## src/rtl/rom_download_bridge.sv

```systemverilog
// Filters the HPS ioctl download stream by ROM index, buffers it and replays it to the
// core ROM port. The core is held in reset until the image is written. Optional: ROM_LOADER_CHECKSUM_EN.
module rom_download_bridge #(
    parameter logic [7:0] ROM_INDEX   = 8'd0,
    parameter int         ADDR_W      = 14,
    parameter int         ROM_SIZE    = 16384,
    parameter int         FIFO_DEPTH  = 4,
    parameter int         WR_GAP      = 2,
    parameter int         HOLD_CYCLES = 16
) (
    input  logic              clk_sys,
    input  logic              reset,
    input  logic              ioctl_download,
    input  logic              ioctl_wr,
    input  logic [24:0]       ioctl_addr,
    input  logic [7:0]        ioctl_dout,
    input  logic [7:0]        ioctl_index,
    output logic              ioctl_wait,
    output logic [ADDR_W-1:0] dn_addr,
    output logic [7:0]        dn_data,
    output logic              dn_wr,
    output logic              core_reset,
    output logic              rom_ready,
    output logic              dl_overflow,
    output logic [7:0]        dl_checksum
);

    localparam int          PTR_W     = (FIFO_DEPTH > 1) ? $clog2(FIFO_DEPTH) : 1;
    localparam int          CNT_W     = PTR_W + 1;
    localparam int          GAP_W     = (WR_GAP > 1) ? $clog2(WR_GAP) : 1;
    localparam int          HOLD_W    = $clog2(HOLD_CYCLES + 1);
    localparam int          WORD_W    = ADDR_W + 8;
    localparam logic [31:0] ROM_LIMIT = ROM_SIZE;

    typedef enum logic [2:0] {
        S_IDLE,
        S_LOAD,
        S_DRAIN,
        S_HOLD,
        S_READY
    } state_t;

    state_t state_q, state_d;

    logic [WORD_W-1:0] mem [FIFO_DEPTH];
    logic [PTR_W-1:0]  wr_ptr, rd_ptr;
    logic [CNT_W-1:0]  count, count_next;
    logic [GAP_W-1:0]  gap_cnt;
    logic [HOLD_W-1:0] hold_cnt;

    logic              match, in_range, push_req;
    logic              fifo_empty, fifo_full, can_pop;
    logic              push, pop, drop, load_entry;
    logic [WORD_W-1:0] push_word, pop_word;

    assign match      = ioctl_download && (ioctl_index == ROM_INDEX);
    assign in_range   = ({7'd0, ioctl_addr} < ROM_LIMIT);
    assign push_req   = (state_q == S_LOAD) && match && ioctl_wr;
    assign fifo_empty = (count == '0);
    assign fifo_full  = (count == CNT_W'(FIFO_DEPTH));
    assign can_pop    = !fifo_empty && (gap_cnt == '0);

    // A full FIFO still accepts a byte when the same cycle pops one.
    assign push       = push_req && in_range && (!fifo_full || can_pop);
    assign drop       = push_req && !push;

    // An empty FIFO forwards the incoming byte straight to the ROM port.
    assign pop        = (gap_cnt == '0) && (!fifo_empty || push);
    assign push_word  = {ioctl_addr[ADDR_W-1:0], ioctl_dout};
    assign pop_word   = fifo_empty ? push_word : mem[rd_ptr];
    assign count_next = count + CNT_W'(push) - CNT_W'(pop);
    assign load_entry = (state_d == S_LOAD) && (state_q != S_LOAD);

    // NOTE: every always_comb output gets a default first so no path can infer a latch.
    always_comb begin
        state_d = state_q;
        case (state_q)
            S_IDLE:  if (match) state_d = S_LOAD;
            S_LOAD:  if (!ioctl_download) state_d = S_DRAIN;
            S_DRAIN: begin
                if (match)                             state_d = S_LOAD;
                else if (fifo_empty && gap_cnt == '0) state_d = S_HOLD;
            end
            S_HOLD: begin
                if (match)                                   state_d = S_LOAD;
                else if (hold_cnt >= HOLD_W'(HOLD_CYCLES)) state_d = S_READY;
            end
            S_READY: if (match) state_d = S_LOAD;
            default: state_d = S_IDLE;
        endcase
    end

    // NOTE: FIFO storage has no reset; the pointers and count define which entries are valid.
    always_ff @(posedge clk_sys) begin
        if (push) mem[wr_ptr] <= push_word;
    end

    // NOTE: sequential state uses non-blocking assignments so all registers update together.
    always_ff @(posedge clk_sys) begin
        if (reset) begin
            state_q     <= S_IDLE;
            wr_ptr      <= '0;
            rd_ptr      <= '0;
            count       <= '0;
            gap_cnt     <= '0;
            hold_cnt    <= '0;
            ioctl_wait  <= 1'b0;
            dn_addr     <= '0;
            dn_data     <= 8'h00;
            dn_wr       <= 1'b0;
            core_reset  <= 1'b1;
            rom_ready   <= 1'b0;
            dl_overflow <= 1'b0;
        end else begin
            state_q    <= state_d;
            count      <= count_next;
            ioctl_wait <= (count_next >= CNT_W'(FIFO_DEPTH - 1));
            dn_wr      <= pop;
            core_reset <= (state_d != S_READY);
            rom_ready  <= (state_d == S_READY);

            if (push) wr_ptr <= wr_ptr + PTR_W'(1);

            if (pop) begin
                rd_ptr  <= rd_ptr + PTR_W'(1);
                dn_addr <= pop_word[WORD_W-1:8];
                dn_data <= pop_word[7:0];
                gap_cnt <= GAP_W'(WR_GAP - 1);
            end else if (gap_cnt != '0) begin
                gap_cnt <= gap_cnt - GAP_W'(1);
            end

            // Hold time is measured from the most recent ROM write (or LOAD entry if none).
            if (load_entry || pop)                     hold_cnt <= '0;
            else if (hold_cnt < HOLD_W'(HOLD_CYCLES)) hold_cnt <= hold_cnt + HOLD_W'(1);

            if (load_entry) dl_overflow <= 1'b0;
            else if (drop)  dl_overflow <= 1'b1;
        end
    end

`ifdef ROM_LOADER_CHECKSUM_EN
    logic [7:0] checksum_q;

    always_ff @(posedge clk_sys) begin
        if (reset || load_entry) checksum_q <= 8'h00;
        else if (push)           checksum_q <= checksum_q + ioctl_dout;
    end

    assign dl_checksum = checksum_q;
`else
    assign dl_checksum = 8'h00;
`endif

endmodule

```

## config.mk

```make
export PLATFORM = sky130hd
export DESIGN_NAME = rom_download_bridge
export DESIGN_NICKNAME = d
export VERILOG_FILES = /design/src/rtl/rom_download_bridge.sv
export SDC_FILE = /design/constraint.sdc
export NUM_CORES = 1
export LEC_CHECK = 0
export ABC_CLOCK_PERIOD_IN_PS = 6900
export BUFFER_PORTS_ARGS = -buffer_cell sky130_fd_sc_hd__buf_2
export CAP_MARGIN = 15
export CORE_ASPECT_RATIO = 2
export CORE_MARGIN = 5
export CORE_UTILIZATION = 31
export DETAILED_ROUTE_END_ITERATION = 6
export GPL_TIMING_DRIVEN = 0
export PLACE_DENSITY_LB_ADDON = 0.25
export RECOVER_POWER = 50
export SYNTH_ARGS = -nofsm -noshare
export SYNTH_HDL_FRONTEND = slang
export SYNTH_SLANG_ARGS = --single-unit
```

## constraint.sdc

```tcl
create_clock -name clk_sys -period 6.9 [get_ports clk_sys]
set_input_delay 1.38 -clock clk_sys [delete_from_list [all_inputs] [get_ports clk_sys]]
set_output_delay 1.38 -clock clk_sys [all_outputs]
set_load 0.01 [all_outputs]
```

# Yosys cells after proc, flatten, opt, wreduce, memory -nomap -nowiden
# Memories as Yosys holds them, arrays and structs flattened. A register that Yosys moved wholly into a read port is not among the register bits.
# Cells that the tools add are included.
# word_totals
register_bits,43
mem_bits_rw,88
inputBits,45
output_inout_bits,35
elab_cells,70
n_memories,1
# op_classes
n_addsub,6
n_lt_le_gt_ge,4
eq_ne,9
muxes,14
bitwise,1
n_reduce_logical,22
# mem_list
name,depth,word_bits,rd,rd_ports_with_merged_regs,wr,line_no,rtl
mem,4,22,1,1,1,45,logic [WORD_W-1:0] mem [FIFO_DEPTH];
# ops
operator,count
"less-than comparator 25 x 15 -> 1 bit, second input constant",1
two-way mux 22 bit,1
two-way mux 3 bit,6
one-hot mux 3 bit (4 select lines),1
logical AND 1 bit,10
"== test 3 bit, second input constant",3
zero test 8 bit,1
"== test 3 x 1 -> 1 bit, second input constant",2
"== test 3 x 2 -> 1 bit, second input constant",2
zero test 3 bit,2
OR reduction 2 bit,3
"adder 5 x 1 -> 5 bit, second input constant",1
">= comparator 5 bit, second input constant",1
"less-than comparator 5 bit, second input constant",1
"adder 2 x 1 -> 2 bit, second input constant",2
two-way mux 1 bit,4
two-way mux 2 bit,2
adder 3 x 1 -> 3 bit,1
">= comparator 3 x 2 -> 1 bit, second input constant",1
zero test 1 bit,3
logical OR 1 bit,3
"!= test 3 x 1 -> 1 bit, second input constant",1
"!= test 3 bit, second input constant",1
subtractor 3 x 1 -> 3 bit,1
other kinds (2),2

# Logic depth before layout (Yosys ltp)
# logic_depth
depth_word,10
ltp_mapped,13
depth_no_buf,12

# Worst setup path before layout
# OpenSTA, ideal clock, no wires.
# synth_path
path_kind,input to register
from,in ioctl_index[6]
to,reg ioctl_wait
setup_time_ns,0.114
arrival_time_ns,3.942
required_time_ns,6.786
slack_ns,2.844
path_stages,13
path_cell_list,or4b_4 > nor4_4 > a21oi_2 > nor2_8 > buf_12 > ha_1 > inv_1 > ha_1 > fa_1 > xnor2_1 > xnor2_1 > nor2_1 > a21o_1
# synth_between
elab_chain_len,10
elab_cells_between_ends,11
cone_classes,add/sub (2); order compare (1); reduce/logical (8)
# synth_lines
element,line_no,rtl
from (decl),17,"input logic [7:0] ioctl_index,"
zero test 8 bit,56,assign match = ioctl_download && (ioctl_index == ROM_INDEX);
logical AND 1 bit,56,
logical AND 1 bit (2 in series),58,assign push_req = (state_q == S_LOAD) && match && ioctl_wr;
logical AND 1 bit (2 in series),64,assign push = push_req && in_range && (!fifo_full || can_pop);
logical OR 1 bit,68,assign pop = (gap_cnt == '0) && (!fifo_empty || push);
logical AND 1 bit,68,
via pop,53,"logic push, pop, drop, load_entry;"
subtractor 3 x 1 -> 3 bit,71,assign count_next = count + CNT_W'(push) - CNT_W'(pop);
>= comparator 3 x 2 -> 1 bit,117,ioctl_wait <= (count_next >= CNT_W'(FIFO_DEPTH - 1));
to (signal assigned),117,
to (decl),18,"output logic ioctl_wait,"
# The timed path passes the listed nets, and every way through them passes these cells.
# A chain may end at the register's enable or synchronous reset.

# Worst setup path after layout
# Ends and elaborated chain as after synthesis.

==> summary.md <==
| Metric | Value |
|---|---|
| Antenna violations before repair | 0 |
| Final Cycle Share | 63.1% |
| Sequential fraction of the synthesis area | between 60% and 70% |
| Fin. max-slew vios | 0 |
| Share of cells above drive strength 1 | roughly 24% |
| Rows | 69 |
| CP Capture Type | register |
| Diodes inserted | 0 |
| Number of synthesized flops with an enable pin | ~90 |
| Reg clk slew, reported paths | approximately 0.060 ns |
| Hold WC Path Type | reg2reg |
| Routed Antenna Nets | 0 |
| RSZ-0062 raised after global routing | false |
| Outcome | completed |
| Gate power share | 31.2% |
| NetSw | ~0.83 mW |
| Remaining DRCs | 0 |
| Die area | 0.0209 mm^2 |
| Root buffer cell | clkbuf_16 |
| CTS buffer count | 17 |
| Die X | between 100 and 150 um |
| Largest net degree at the start of global routing | 17 |
| GP Congestion | about 0.74 |
| Ys flop type | edfxtp_1 |
| Maximum clock path buffer count | 2 |
| Crit Path Max Fanout | 10 |
| Vias/cell | 4.68 |
| Slew @ Worst Pin | just under 0.7 ns |
| Internal power | ~1.8 mW |
| Setup_tns | 0 ns |
| Total Routing Usage GR | around 13% |
| #FFs+latches synth | roughly 130 |
| Rel. slew slack | a little over half |
| Syn Inst Count | approximately 380 |
| Final clock skew | between 0.01 and 0.015 ns |
| Starting Density | between 30% and 40% |
| Nets | around 540 |
| Ports | 80 |
| Count leader, synth | edfxtp_1 |
| Synthesized cell area | 0.00558 mm^2 |
| Clock power share | around 31% |
| Syn. warnings | 0 |
| Vias in the first global route | ~3.7k |
| Core Region | ~0.018 mm^2 |
| Fraction of registers with async set/reset | 0% |
| Static Leak | 2.40 nW |
| Drt wl/cell | around 18 um |
| Sw Ratio | about a third |
| Most instantiated cells after synthesis | edfxtp_1 (88), nand2_1 (48), dfxtp_1 (44) |
| Via count | roughly 3.3k |
| Final WL | 13.0 mm |
| Area Overhead vs Synth | 21.8% |
| Shortest period the worst path allows | around 4.4 ns |
| Unique masters post-synth | 44 |
| Fillcell total | 1720 |
| Fmax | between 200 and 250 MHz |
| Worst-skew pair later-pin latency | approximately 0.42 ns |
| Startpoint Class | primary input |
| Worst EP arrival | 4.66 ns |
| Drt pass-1 iters | 4 |
| Die H | between 150 and 200 um |
| H-tree levels | 4 |
| Count of final hold-check violations | 0 |
| CTS tree | done |
| Layout Cells excl Fill | around 710 |
| 1st-iter DRT viols | 108 |
| CTS Sinks | roughly 130 |
| FF-to-FF setup slack | around 3.8 ns |
| Setup bufs post-CTS | 0 |
| Overflow left after global routing | 0 |
| Synth area leaders | edfxtp_1 (47%), dfxtp_1 (16%), mux4_2 (8.9%), mux2_4 (5.1%), nand2_1 (3.2%) |
| Critical Path RT | about 7.2 ns |
| Post-synth top area cell | edfxtp_1 |
| Post-cts sizing count | 0 |
| Share of power burned in registers | roughly 38% |
| VDD IR max | ~170 uV |
| First-pass GRT wire length | just over 20 mm |
| Max Cap Violations | 0 |
| Post-synthesis area per instance | approximately 15 um^2 |
| PortBufs | 70 |
| DP HPWL | just over 9 mm |
| Power per cell area | 389 mW/mm^2 |
| Number of hold buffers added after CTS | 0 |
| Placed Cells | 677 |
| Top-area cell type share of the netlist area | 47.4% |
| CP Class | in2reg |
| Final Setup Violations | 0 |
==> power groups by stage <==
stage | Clock (mW) | Combinational (mW) | Sequential (mW)
after floorplan | 0 | 0.587 | 1.03
after global placement | 0 | 0.857 | 1.01
after detailed placement | 0 | 0.864 | 1.01
after CTS | 0.840 | 0.872 | 0.997
after global routing | 0.881 | 0.907 | 1.01
final | 0.821 | 0.825 | 0.997
==> state kept, by name, summed over array words and instances (netlist names), named ones only <==
name and count:
dl_overflow 1, rd_ptr 2, rom_ready 1, dn_wr 1, core_reset 1, mem 88, dn_data 8, hold_cnt 5
state_q 3, count 3, ioctl_wait 1, wr_ptr 2, dn_addr 14
==> critical path, cell delays in order <==
cell and delay [ns]:
buf_2 0.09, or4b_1 0.61, nor4_1 0.62, a21oi_2 0.24, nor2_8 0.22, buf_12 0.18, ha_1 0.13, inv_1 0.04
ha_1 0.18, fa_1 0.39, xnor2_1 0.18, xnor2_1 0.14, nor2_1 0.07, a21o_1 0.19
==> metal layers <==
layer  wire, um  global-route usage (%)  vias to the layer above
met4        191                    4.55                        0
met2       7620                    24.9                       63
met1       4730                    12.9                     1647
met3        490                    3.72                       12
li1           -                       -                     1595
met5          0                       0                        -
==> logic make-up after synthesis <==
kind of cell	after synthesis	share of synthesized area, %
xor gates and xnor gates	6	0.942
adders and majority gates	8	1.93
AOI/OAI and AO/OA	37	3.86
DFF	132	63.2
muxes	48	15.4
buffers and inverters	34	3.45
other	1	0.0672
and+or+nand+nor	117	11.2
==> worst paths after layout <==
check | to | start | cells past startpoint
worst max register to register | ioctl_wait | state_q[0] | 13
worst max-delay path | ioctl_wait | ioctl_index[6] | 14
worst min-delay path | dl_overflow | dl_overflow | 2
worst min register to register | dl_overflow | dl_overflow | 2
==> through the flow <==
step / area [um^2] / setup slack (ns) / hold slack, ns / util (%) / total power, mW
floorplan: 5600 / 2.84 / 0.459 / - / 1.62
global placement: 6220 / 2.43 / 0.494 / 35.0 / 1.87
detailed placement: 6330 / 2.38 / 0.518 / 35.6 / 1.88
CTS: 6870 / 2.79 / 0.527 / 38.6 / 2.71
global route: 6790 / 2.34 / 0.554 / 38.2 / 2.80
finish: 6790 / 2.55 / 0.520 / 38.2 / 2.64
==> placed cells by master (no fill, tap or decap), types with 3 or more instances in the layout <==
cell type / Yosys / final
and2_1: 4 / 4
nor3_1: 7 / 7
conb_1: 1 / 8
mux2_4: 19 / 19
dfxtp_1: 44 / 44
nand2_1: 48 / 48
nor4_1: 3 / 4
or3_1: 4 / 4
inv_1: 8 / 8
buf_4: 8 / 8
mux4_2: 22 / 22
edfxtp_1: 88 / 88
nor2_1: 13 / 13
clkinvlp_4: 0 / 3
mux2_2: 6 / 6
clkbuf_16: 0 / 17
clkbuf_1: 13 / 62
clkinv_2: 0 / 5
buf_16: 0 / 4
buf_2: 2 / 23
inv_6: 0 / 3
nor2b_1: 27 / 27
a21oi_1: 26 / 26
o21ai_0: 3 / 3
xnor2_1: 4 / 4
ha_1: 7 / 7
==> final cells by class <==
cell class	count	area, um^2	area share (%)
Buffer	26	163	2.39
Clock buffer	18	439	6.47
Clock inverter	14	103	1.51
Inverter	8	30.0	0.442
Multi-Input combinational cell	224	1870	27.5
Sequential cell	132	3520	51.9
Tap cell	213	267	3.92
Timing Repair Buffer	74	399	5.88
Power figures use the tool's default switching activity.
